File: src/rtl/alu_dispatch.sv
// Request/response sequencer in front of a registered ALU: issues one op, captures result and PSR, counts completions.
// Optional macro ALU_DISPATCH_ILLEGAL_TRAP_EN answers illegal opcodes locally with an error response.
module alu_dispatch #(
    parameter int unsigned Bits = 12,
    parameter int unsigned Ops  = 4,
    parameter int unsigned CntW = 16
) (
    input  logic            iclock,
    input  logic            ireset,
    input  logic            ireq_valid,
    output logic            oreq_ready,
    input  logic [Ops-1:0]  ireq_op,
    input  logic [Bits-1:0] ireq_a,
    input  logic [Bits-1:0] ireq_b,
    output logic [Ops-1:0]  oalu_op,
    output logic [Bits-1:0] oalu_a,
    output logic [Bits-1:0] oalu_b,
    input  logic [Bits-1:0] ialu_out,
    input  logic [4:0]      ialu_psr,
    output logic            ores_valid,
    input  logic            ires_ready,
    output logic [Bits-1:0] ores_data,
    output logic [4:0]      ores_psr,
    output logic            ores_err,
    output logic [CntW-1:0] oops_count
);

    localparam logic [Ops-1:0] OP_NOP = Ops'(4'b0000);

    typedef enum logic [1:0] {
        IDLE  = 2'd0,
        ISSUE = 2'd1,
        WAIT  = 2'd2,
        RESP  = 2'd3
    } state_t;

    state_t          state;
    state_t          state_nxt;
    logic            req_ready_nxt;
    logic            res_valid_nxt;
    logic [Ops-1:0]  alu_op_nxt;
    logic [Bits-1:0] alu_a_nxt;
    logic [Bits-1:0] alu_b_nxt;
    logic [Bits-1:0] res_data_nxt;
    logic [4:0]      res_psr_nxt;
    logic            res_err_nxt;
    logic [CntW-1:0] ops_count_nxt;
    logic            trap_op;

`ifdef ALU_DISPATCH_ILLEGAL_TRAP_EN
    localparam logic [Ops-1:0] OP_ADD = Ops'(4'b0100);
    localparam logic [Ops-1:0] OP_MUL = Ops'(4'b0101);
    localparam logic [Ops-1:0] OP_CMP = Ops'(4'b0110);
    localparam logic [Ops-1:0] OP_SHF = Ops'(4'b0111);
    localparam logic [Ops-1:0] OP_ROT = Ops'(4'b1000);

    // Opcodes outside the legal set never reach the ALU.
    assign trap_op = !((ireq_op == OP_ADD) || (ireq_op == OP_MUL) || (ireq_op == OP_CMP) ||
                       (ireq_op == OP_SHF) || (ireq_op == OP_ROT));
`else
    assign trap_op = 1'b0;
`endif

    // State register
    always_ff @(posedge iclock) begin
        if (ireset) begin
            state <= IDLE;
        end else begin
            state <= state_nxt;
        end
    end

    // Next state and next values of every registered output
    always_comb begin
        state_nxt     = state;
        alu_op_nxt    = OP_NOP;
        alu_a_nxt     = oalu_a;
        alu_b_nxt     = oalu_b;
        res_data_nxt  = ores_data;
        res_psr_nxt   = ores_psr;
        res_err_nxt   = ores_err;
        ops_count_nxt = oops_count;
        req_ready_nxt = 1'b0;
        res_valid_nxt = 1'b0;

        case (state)
            IDLE: begin
                if (ireq_valid && oreq_ready) begin
                    if (trap_op) begin
                        state_nxt    = RESP;
                        res_data_nxt = '0;
                        res_psr_nxt  = '0;
                        res_err_nxt  = 1'b1;
                    end else begin
                        state_nxt   = ISSUE;
                        alu_op_nxt  = ireq_op;
                        alu_a_nxt   = ireq_a;
                        alu_b_nxt   = ireq_b;
                        res_err_nxt = 1'b0;
                    end
                end
            end
            ISSUE: begin
                state_nxt = WAIT;
            end
            WAIT: begin
                // ALU sampled at the end of ISSUE, so its output is valid now.
                res_data_nxt = ialu_out;
                res_psr_nxt  = ialu_psr;
                state_nxt    = RESP;
            end
            RESP: begin
                if (ires_ready) begin
                    ops_count_nxt = oops_count + CntW'(1);
                    state_nxt     = IDLE;
                end
            end
            default: begin
                state_nxt = IDLE;
            end
        endcase

        req_ready_nxt = (state_nxt == IDLE);
        res_valid_nxt = (state_nxt == RESP);
    end

    // Output registers
    always_ff @(posedge iclock) begin
        if (ireset) begin
            oreq_ready <= 1'b1;
            ores_valid <= 1'b0;
            oalu_op    <= OP_NOP;
            oalu_a     <= '0;
            oalu_b     <= '0;
            ores_data  <= '0;
            ores_psr   <= '0;
            ores_err   <= 1'b0;
            oops_count <= '0;
        end else begin
            oreq_ready <= req_ready_nxt;
            ores_valid <= res_valid_nxt;
            oalu_op    <= alu_op_nxt;
            oalu_a     <= alu_a_nxt;
            oalu_b     <= alu_b_nxt;
            ores_data  <= res_data_nxt;
            ores_psr   <= res_psr_nxt;
            ores_err   <= res_err_nxt;
            oops_count <= ops_count_nxt;
        end
    end

endmodule

File: config.mk
export PLATFORM = sky130hd
export DESIGN_NAME = alu_dispatch
export DESIGN_NICKNAME = d
export VERILOG_FILES = /design/src/rtl/alu_dispatch.sv
export SDC_FILE = /design/constraint.sdc
export NUM_CORES = 1
export LEC_CHECK = 0
export ABC_AREA = 1
export BUFFER_PORTS_ARGS = -buffer_cell sky130_fd_sc_hd__buf_2
export CORE_UTILIZATION = 46
export CTS_CLUSTER_DIAMETER = 200
export DETAILED_ROUTE_END_ITERATION = 8
export GPL_ROUTABILITY_DRIVEN = 0
export GPL_TIMING_DRIVEN = 0
export PLACE_DENSITY_LB_ADDON = 0.12
export REMOVE_ABC_BUFFERS = 1
export SETUP_SLACK_MARGIN = 0.1
export SLEW_MARGIN = 20
export SYNTH_ARGS = -nofsm -noshare
export SYNTH_HDL_FRONTEND = slang
export SYNTH_SLANG_ARGS = --single-unit
File: constraint.sdc
create_clock -name iclock -period 1.5 [get_ports iclock]
set_input_delay 0.075 -clock iclock [delete_from_list [all_inputs] [get_ports iclock]]
set_output_delay 0.075 -clock iclock [all_outputs]
set_load 0.01 [all_outputs]
# ---- After elaboration in Yosys (flattened, before gate mapping)
# Cells that the tools add are included.
# Widths: inputs -> output; s select.
dict set report op_classes {
  n_addsub 1
  shift 0
  magnitude_cmp 0
  div 0
  reduce_logical 6
  mul 0
  eq_ne 4
  bitwise_logic 2
  n_mux 3
}
# cell n
set ops {}
lappend ops {{$add 16x1->16 const B} 1}
lappend ops {{$pmux 2 s4} 1}
lappend ops {{$eq 2x2->1 const B} 3}
lappend ops {{$logic_not 2->1} 2}
lappend ops {{$mux 2} 2}
lappend ops {{$reduce_and 2->1} 2}
lappend ops {{$reduce_or 3->1} 1}
lappend ops {{$eq 2x1->1 const B} 1}
lappend ops {{$not 1->1} 2}
lappend ops {{$logic_and 1x1->1} 1}
dict set report word_totals {
  rom_bits 0
  ramBits 0
  word_cells 25
  register_bits 65
  n_memories 0
  latchBits 0
}

# ---- Longest topological paths before layout
# Gate-level depths: netlist of run 1.
dict set report logic_depth {
  ltp_word 4
  mapped_depth 8
}

# ---- Least setup slack after synthesis of run 1
# Ideal clock, no wire load.
dict set report synth_path {
  kind {register to register}
  from {register oops_count[0]}
  to {register oops_count[6]}
  setup_slack_ps 278
  stages_incl_launch_ff 7
  arrival_ps 1102
  setup_ps 119
  path_buffers 0
  required_ps 1381
  path_cell_list {dfxtp_1 ha_1 nand3_1 nor2_1 nand2_1 o21ai_0 a21oi_1}
}
dict set report synth_between {
  elab_chain_len 1
}
# element line_no
set synth_lines {}
lappend synth_lines {{from (decl)} 25} ;# output logic [CntW-1:0] oops_count
lappend synth_lines {{from (signal assigned)} 148} ;# oops_count <= ops_count_nxt;
lappend synth_lines {{$add 16x1->16} 114} ;# ops_count_nxt = oops_count + CntW'(1);
# No other way between the ends.
# A chain may end at the register's enable or synchronous reset.

# ---- Worst setup path after layout of run 1
dict set report layout_path {
  from {register state[1]}
  to {register oalu_a[11]}
}
dict set report layout_between {
  elab_chain_len 2
}
# element line_no
set layout_lines {}
lappend layout_lines {{from (decl)} 37} ;# state_t state;
lappend layout_lines {{from (signal assigned)} 69} ;# state <= state_nxt;
lappend layout_lines {{$logic_not 2->1} 86} ;# case (state)
lappend layout_lines {{$reduce_and 2->1 (no line)} n/a}
lappend layout_lines {{to (signal assigned)} 143} ;# oalu_a <= alu_a_nxt;
lappend layout_lines {{to (decl)} 16} ;# output logic [Bits-1:0] oalu_a,
# No other way between the ends.

==> impl_metrics.tcl, run 1 <==
set metrics [dict create \
    critical_path.cell_chain "nor2_2, nand3_2, o21ai_0, nor2_1" \
    antennaDiodeCount 0 \
    area_growth_pct 49.2 \
    synth_edf_count 0 \
    detail_route.wl_per_cell_um 11.4 \
    clock_path_buffers 2 \
    skew_ps 8.75 \
    portBuffers 111 \
    grt.overflow.total 0 \
    path_class "flop to flop" \
    fin_tns_setup_ps 0 \
    maxCapViolCount 0 \
    min_period_ps 1290 \
    antenna_left 0 \
    setup_viol 0 \
    core_mm2 0.00517 \
    reg2regPathDepth 4 \
    grtUsageTotal 0.233 \
    hold_path_startpoint "ireq_b[2]" \
    synth-main-ff-cell "dfxtp_1" \
    mostFrequentLayoutCells "nor2_1, buf_2, dfxtp_1" \
    dp_hpwl_mm 3.62 \
    cp.required_ps 1730 \
    layout-drive-gt1-share 0.297 \
    grt_pass1_wl_mm 10.0 \
    cts_made_buffers 9 \
    post-route-period-util 0.860 \
    path_max_fanout 13 \
    pre_cts_ws_ps -102 \
    multi_input_area_mm2 0.00104 \
    clock_sinks 65 \
    slowest_stage "dfxtp_1" \
    final_area_mm2 0.00372 \
    slew_violations 0 \
    status "finished clean" \
    startpoint "state[1]" \
    clk_latency_ps 330 \
    drc_errors 0 \
    worstMarginPinSlew_ps 661 \
    ys_types 25 \
    seqCellArea_mm2 0.00131 \
    layout.cells.non_filler 561 \
    path_delay_family "simple AND/OR/NAND/NOR gates" \
    root_buffer "clkbuf_8" \
    viasPerCell 4.66 \
    async_flop_share 0 \
    path_buf_inv 0 \
    p_per_area_mw_per_mm2 1210 \
    seq_area_frac_synth 0.522 \
    p_leak_nw 1.82 \
    peakVddDrop_v 0.000835 \
    crit_path_start_kind "flop" \
    hold_end "oalu_b[2]" \
    htreeDepth 3 \
    timing.final.ws_setup_ps 210 \
    grt_pass1_vias 2396 \
    power_mw 4.48 \
    finalHoldViolations 0 \
    syn_area_mm2 0.00249 \
    grt_max_degree 56 \
    ys_ff_latch 65 \
    rows 26 \
    max_freq_ghz 0.775 \
    fillCellCount 425 \
    critPathArrivalTime_ps 1510 \
    clkSlewWorstSetupHoldPaths_ps 70 \
    max_stage_delay_ps 340 \
    min_path_type "input pin to flop" \
    worstReg2RegEnd "oalu_a[11]" \
    min_path_cells 3 \
    ys_warn_count 0 \
    rrSetupSlack_ps 210 \
    dr_total_vias 2612 \
    drt_wl_total_mm 6.39 \
    slew-limit-headroom 0.559 \
    fin_nets 536 \
    drt_iter0_markers 68 \
    cts_tree "yes" \
    avgSynthCellArea_um2 7.48 \
    ioPinCount 113 \
    cp-end-kind "flop" \
    timing.rr.start "state[1]" \
    initial_core_util 0.482 \
    die_y_um 75.6 \
    dieArea_mm2 0.00572 \
    die_w_um 75.6 \
    dp.cells 501 \
    synthCells 333 \
    placed_cell_area_mm2 0.00307 \
    rsz0062_at_grt "yes" \
    dr.pass1.iters 4 \
    antenna_found_initial 0 \
]
-- cells in the mapped netlist, types with 2 or more instances --
cell type	instances	area [um^2]
inv_2	3	11.3
o21ai_0	41	205
nor2_2	2	12.5
nor2_4	4	45.0
nand4_1	3	18.8
nand2_2	2	12.5
nand3_1	8	40.0
o21ai_1	5	25.0
nand2_1	33	124
nor2_1	112	420
a21oi_1	11	55.1
buf_4	3	22.5
nor3_1	3	15.0
dfxtp_1	65	1300
inv_1	21	78.8
clkbuf_1	8	30.0
-- metal layers --
layer  up-vias  track usage  share of wire
met3        11       0.0675          0.063
met4         0        0.107          0.015
met1      1164        0.251           0.42
met2        78        0.420           0.50
met5         -            0              0
li1       1359            -              -
-- through the flow --
step / hold slack (ps) / utilization
3_3_place_gp: 290 / 0.593
5_1_grt: 0.161 / 0.719
6_report: 0.838 / 0.719
3_5_place_dp: 294 / 0.593
4_1_cts: 0.657 / 0.714
2_1_floorplan: 144 / -
-- area by class of cell --
class	instances	share of cell area
flip-flops and latches	65	0.351
multi-input cells	231	0.280
clock buffers	13	0.0373
inverters	25	0.0289
well taps	70	0.0236
repair buffers	154	0.262
clock inverters	3	0.0175
-- where the power goes --
group	switching, mW	internal (mW)
Sequential	0.103	1.92
Combinational	0.505	0.380
Clock	0.633	0.937
-- worst max path at each step --
stage	endpoint	slack (ps)	depth (start not counted)
floorplan	oalu_op[0]	220	5
global placement	oalu_op[0]	-520	4
detailed placement	oalu_op[1]	-100	5
CTS	oalu_op[0]	140	5
global route	oalu_op[2]	80	5
finish	oalu_a[11]	210	4
-- sequential cells by signal (all words and copies together), names as in the netlist --
signal	count
oalu_a	12
oalu_b	12
oalu_op	4
oops_count	16
oreq_ready	1
ores_data	12
ores_psr	5
ores_valid	1
state	2
-- cell families after synthesis --
| family | synth area share |
|---|---|
| simple gates | 0.289 |
| flops | 0.522 |
| compound gates | 0.117 |
| buf+inv | 0.0653 |
| fa+ha+maj | 0.00502 |
| other cells | 0.00150 |
-- worst min-delay path, stage by stage --
cell     delay, ps
buf_2           80
o21ai_0         70
nor2_1          80
-- what timing repair did --
item / in CTS / in global routing
pin swaps: 2 / 1
endpoints found under the hold margin: 38 / 0
hold buffers: 38 / 0
resized for setup: 3 / 5
setup endpoints to repair: 31 / 41
cloned: 1 / 0
setup buffers: 3 / 2
No activity file was read; power rests on OpenSTA's default activity.
==> run 2: changes to the inputs <==
==> constraint.sdc (replaced) <==
create_clock -name iclock -period 1.5 [get_ports iclock]
set_input_delay 0.15 -clock iclock [delete_from_list [all_inputs] [get_ports iclock]]
set_output_delay 0.15 -clock iclock [all_outputs]
set_load 0.01 [all_outputs]
==> run 2 against run 1 <==
Net effect: cell area fell by 10%; worst hold slack improved by 30 ps; worst setup slack better by 31 ps; sequential cell count stayed put; sequential power about the same; critical endpoint is now oalu_op[1]; largest power group unchanged; highest routed layer unchanged.
==> impl_metrics.tcl, run 2 (synthesized netlist as in run 1, its figures left out) <==
set metrics [dict create \
    fillCellCount 484 \
    max_freq_ghz 0.794 \
    endpoint "oalu_op[1]" \
    path_class "flop to flop" \
    peakVddDrop_v 0.000813 \
    fin_tns_setup_ps 0 \
    core_mm2 0.00517 \
    setup_viol 0 \
    grt_max_degree 56 \
    post-route-period-util 0.839 \
    worstReg2RegEnd "oalu_op[1]" \
    clock_sinks 65 \
    root_buffer "clkbuf_8" \
    cts_tree "yes" \
    portBuffers 111 \
    die_y_um 75.6 \
    grt.overflow.total 0 \
    timing.rr.start "state[1]" \
    skew_ps 5.60 \
    status "finished clean" \
    layout.cells.non_filler 523 \
    area_growth_pct 34.3 \
    rows 26 \
    viasPerCell 4.63 \
    antenna_left 0 \
    slew_violations 0 \
    min_path_cells 3 \
    rsz0062_at_grt "yes" \
    grt_pass1_vias 2118 \
    drt_iter0_markers 83 \
    path_max_fanout 25 \
    critPathArrivalTime_ps 1520 \
    antenna_found_initial 0 \
    timing.final.ws_setup_ps 241 \
    min_path_type "input pin to flop" \
    detail_route.wl_per_cell_um 10.7 \
    clkSlewWorstSetupHoldPaths_ps 70 \
    finalHoldViolations 0 \
    fin_nets 498 \
    mostFrequentLayoutCells "nor2_1, buf_2, dfxtp_1" \
    grtUsageTotal 0.205 \
    drc_errors 0 \
    drt_wl_total_mm 5.60 \
    antennaDiodeCount 0 \
    worstMarginPinSlew_ps 650 \
    cts_hold_buf 0 \
    slew-limit-headroom 0.567 \
    dieArea_mm2 0.00572 \
    largest_register "oops_count" \
    dr.pass1.iters 4 \
    layout-drive-gt1-share 0.325 \
    multi_input_area_mm2 0.00105 \
    pre_cts_ws_ps -102 \
    cp-end-kind "flop" \
    grt_pass1_wl_mm 8.83 \
    seqCellArea_mm2 0.00130 \
    dp_hpwl_mm 3.62 \
    initial_core_util 0.482 \
    crit_path_start_kind "flop" \
    p_per_area_mw_per_mm2 1300 \
    power_mw 4.37 \
    cts_made_buffers 9 \
    min_period_ps 1260 \
    clk_latency_ps 320 \
    clock_path_buffers 2 \
    ioPinCount 113 \
    largest_reg_flops 16 \
    rrSetupSlack_ps 240 \
    htreeDepth 3 \
    dp.cells 501 \
    cp.required_ps 1760 \
    dr_total_vias 2419 \
    startpoint "state[1]" \
    reg2regPathDepth 5 \
    die_w_um 75.6 \
    p_leak_nw 1.66 \
    maxCapViolCount 0 \
]
[run 2: critical path: stages (launching register included)]
cell and delay (ps):
dfxtp_1 340, nor2_2 230, nand3_4 220, clkinv_8 170, nand2_1 110, nor2_1 110
[run 2: worst min-delay path by stage]
stage	to	slack, ps	startpoint
2_1_floorplan	oops_count[1]	220	ireset
3_3_place_gp	oalu_op[2]	360	ireq_op[2]
3_5_place_dp	oalu_op[2]	370	ireq_op[2]
4_1_cts	oalu_op[2]	20	ireq_op[2]
5_1_grt	oalu_op[3]	40	ireq_op[3]
6_report	oalu_op[2]	30	ireq_op[2]
[run 2: stage by stage]
| stage | hold slack [ps] | util | instance area (um^2) |
|---|---|---|---|
| floorplan | 219 | - | 2420 |
| global placement | 365 | 0.593 | 3070 |
| detailed placement | 369 | 0.593 | 3070 |
| CTS | 18.6 | 0.640 | 3310 |
| global route | 36.4 | 0.647 | 3350 |
| finish | 31.0 | 0.647 | 3350 |
[run 2: final cells by class]
| cell class | instances | area share |
|---|---|---|
| Inverter | 25 | 0.0321 |
| Clock buffer | 13 | 0.0415 |
| Sequential cell | 65 | 0.390 |
| Tap cell | 70 | 0.0262 |
| Timing Repair Buffer | 116 | 0.177 |
| Multi-Input combinational cell | 231 | 0.314 |
| Clock inverter | 3 | 0.0194 |
[run 2: per-layer routing]
| layer | global-route usage | wire length [um] |
|---|---|---|
| met5 | 0 | 0 |
| met4 | 0.107 | 99 |
| met3 | 0.0714 | 452 |
| met2 | 0.334 | 2510 |
| met1 | 0.238 | 2530 |
[run 2: timing repair]
action,CTS,global route
hold endpoints to repair,0,0
resized for setup,3,6
cloned,1,0
pin swaps,2,1
setup endpoints to repair,31,35
buffers inserted,3,2
[run 2: power breakdown]
group	switching (mW)	internal, mW	total [mW]	leakage (nW)
sequential	0.0970	1.92	2.02	0.532
combinational	0.476	0.315	0.791	1.02
clock	0.617	0.937	1.55	0.102
total	1.19	3.18	4.37	1.66
==> run 3: changes to the inputs <==
==> constraint.sdc (replaced) <==
create_clock -name iclock -period 1.3 [get_ports iclock]
set_input_delay 0.13 -clock iclock [delete_from_list [all_inputs] [get_ports iclock]]
set_output_delay 0.13 -clock iclock [all_outputs]
set_load 0.01 [all_outputs]
==> run 3 against run 2 <==
Net effect: largest cell class unchanged; highest routed layer unchanged; clock skew is 1.0 ps higher; worst setup slack worse by 120 ps; count of clock-buffer cells in the layout stayed put; global-route usage is 1.3 points higher; sequential share of layout area is 1.7 points lower; combinational power is 34% higher; critical path type unchanged; via count is 3.4% higher; core utilization is 3.8 points higher.
==> impl_metrics.tcl, run 3 (synthesized netlist as in run 1, its figures left out) <==
set metrics [dict create \
    viasPerCell 4.69 \
    dp.cells 501 \
    htreeDepth 3 \
    antenna_left 0 \
    grtUsageTotal 0.218 \
    portBuffers 111 \
    critical_path.cell_chain "nor2_4, buf_4, nand3_4, o21ai_0, nor2_1" \
    antenna_found_initial 0 \
    core_mm2 0.00517 \
    slowest_stage "dfxtp_4" \
    setup_viol 0 \
    fillCellCount 443 \
    path_class "flop to flop" \
    layout.cells.non_filler 533 \
    rows 26 \
    internal-power_mw 3.74 \
    p_per_area_mw_per_mm2 1470 \
    dr.pass1.iters 4 \
    skew_ps 6.60 \
    mostFrequentLayoutCells "buf_2, nor2_1, dfxtp_1" \
    max_stage_delay_ps 370 \
    top_usage_layer "met2" \
    initial_core_util 0.482 \
    clock_path_buffers 2 \
    rsz0062_at_grt "yes" \
    finalHoldViolations 0 \
    peakVddDrop_v 0.000961 \
    grt_pass1_vias 2210 \
    placed_cell_area_mm2 0.00307 \
    use_met2 0.361 \
    timing.final.ws_setup_ps 118 \
    drc_errors 0 \
    final_area_mm2 0.00354 \
    p_switching_mw 1.47 \
    ioPinCount 113 \
    pre_cts_ws_ps -302 \
    largest_register "oops_count" \
    grt.overflow.total 0 \
    pwr-share-clk 0.346 \
    clock_sinks 65 \
    die_y_um 75.6 \
    status "finished clean" \
    largest_reg_flops 16 \
    area_growth_pct 42.1 \
    grt_use_met1 0.254 \
    cts_tree "yes" \
    slew_violations 0 \
    dieArea_mm2 0.00572 \
    fin_util 0.685 \
    maxCapViolCount 0 \
    cp-end-kind "flop" \
    clk_latency_ps 330 \
    slew-limit-headroom 0.531 \
    p_comb_frac 0.203 \
    path_max_fanout 7 \
    clkSlewWorstSetupHoldPaths_ps 70 \
    antennaDiodeCount 0 \
    drt_iter0_markers 94 \
    root_buffer "clkbuf_8" \
    die_w_um 75.6 \
    min_path_type "input pin to flop" \
    grt_max_degree 56 \
    dp_hpwl_mm 3.62 \
    final_common_cell "buf_2" \
    post-route-period-util 0.909 \
    min_period_ps 1180 \
    layout-drive-gt1-share 0.376 \
    p_leak_nw 1.75 \
    drt_wl_total_mm 6.13 \
    seqPwrFrac 0.451 \
    max_freq_ghz 0.846 \
    worstMarginPinSlew_ps 704 \
    cp.required_ps 1520 \
    p_sw_frac 0.282 \
    critPathArrivalTime_ps 1400 \
    globalRouteMet3Util 0.0701 \
    crit_path_start_kind "flop" \
    detail_route.wl_per_cell_um 11.5 \
    grt_pass1_wl_mm 9.37 \
    dr_total_vias 2501 \
    fin_nets 508 \
    cts_made_buffers 9 \
]
## run 3: metal layers
metal	routed length, um	vias up
met5	0	-
met4	157	0
met3	416	17
met2	2880	83
met1	2680	1090
li1	-	1311
## run 3: cell type report
type                    count  area (um^2)  share of cell area
inverters                  25          105              0.0297
repair buffers            122          657               0.185
repair inverters            3         23.8             0.00671
clock buffers              13          139              0.0392
flip-flops and latches     65         1320               0.373
well taps                  70         87.6              0.0247
multi-input cells         232         1140               0.323
clock inverters             3         65.1              0.0184
## run 3: metrics by stage
| step | setup TNS, ps | power, mW | hold WS [ps] |
|---|---|---|---|
| floorplan | 0 | 2.87 | 199 |
| global placement | -35210 | 3.23 | 345 |
| detailed placement | -5790 | 3.25 | 349 |
| CTS | 0 | 5.16 | 3.32 |
| global route | 0 | 5.47 | 15.8 |
| finish | 0 | 5.21 | 8.98 |
## run 3: path summary, 6_finish.rpt
check | start | end | slack (ps) | depth (start not counted)
hold reg to reg | oalu_a[11] | oalu_a[11] | 480 | 2
setup reg to reg | state[1] | oalu_a[8] | 120 | 5
hold / removal | ireq_op[0] | oalu_op[0] | 9 | 3
setup / recovery | state[1] | oalu_a[8] | 120 | 5
## run 3: power by group through the flow
stage	logic [mW]	registers, mW	clock network [mW]
after floorplan	0.385	2.48	0
after global placement	0.871	2.36	0
after detailed placement	0.878	2.37	0
after CTS	0.986	2.34	1.83
after global routing	1.20	2.38	1.90
final	1.06	2.35	1.80
## run 3: repair_timing
item | CTS | global route
resized for setup | 14 | 39
hold endpoints to repair | 1 | 0
pin swaps | 5 | 7
setup buffers | 8 | 2
setup endpoints to repair | 59 | 40
hold buffers | 1 | 0
gates cloned | 4 | 1
## run 3: critical path: cells and delay by family (launching register included)
family | cells | cell delay (ps)
DFF | 1 | 370
and+or+nand+nor | 3 | 370
AOI/OAI and AO/OA | 1 | 170
buffers and inverters | 1 | 160
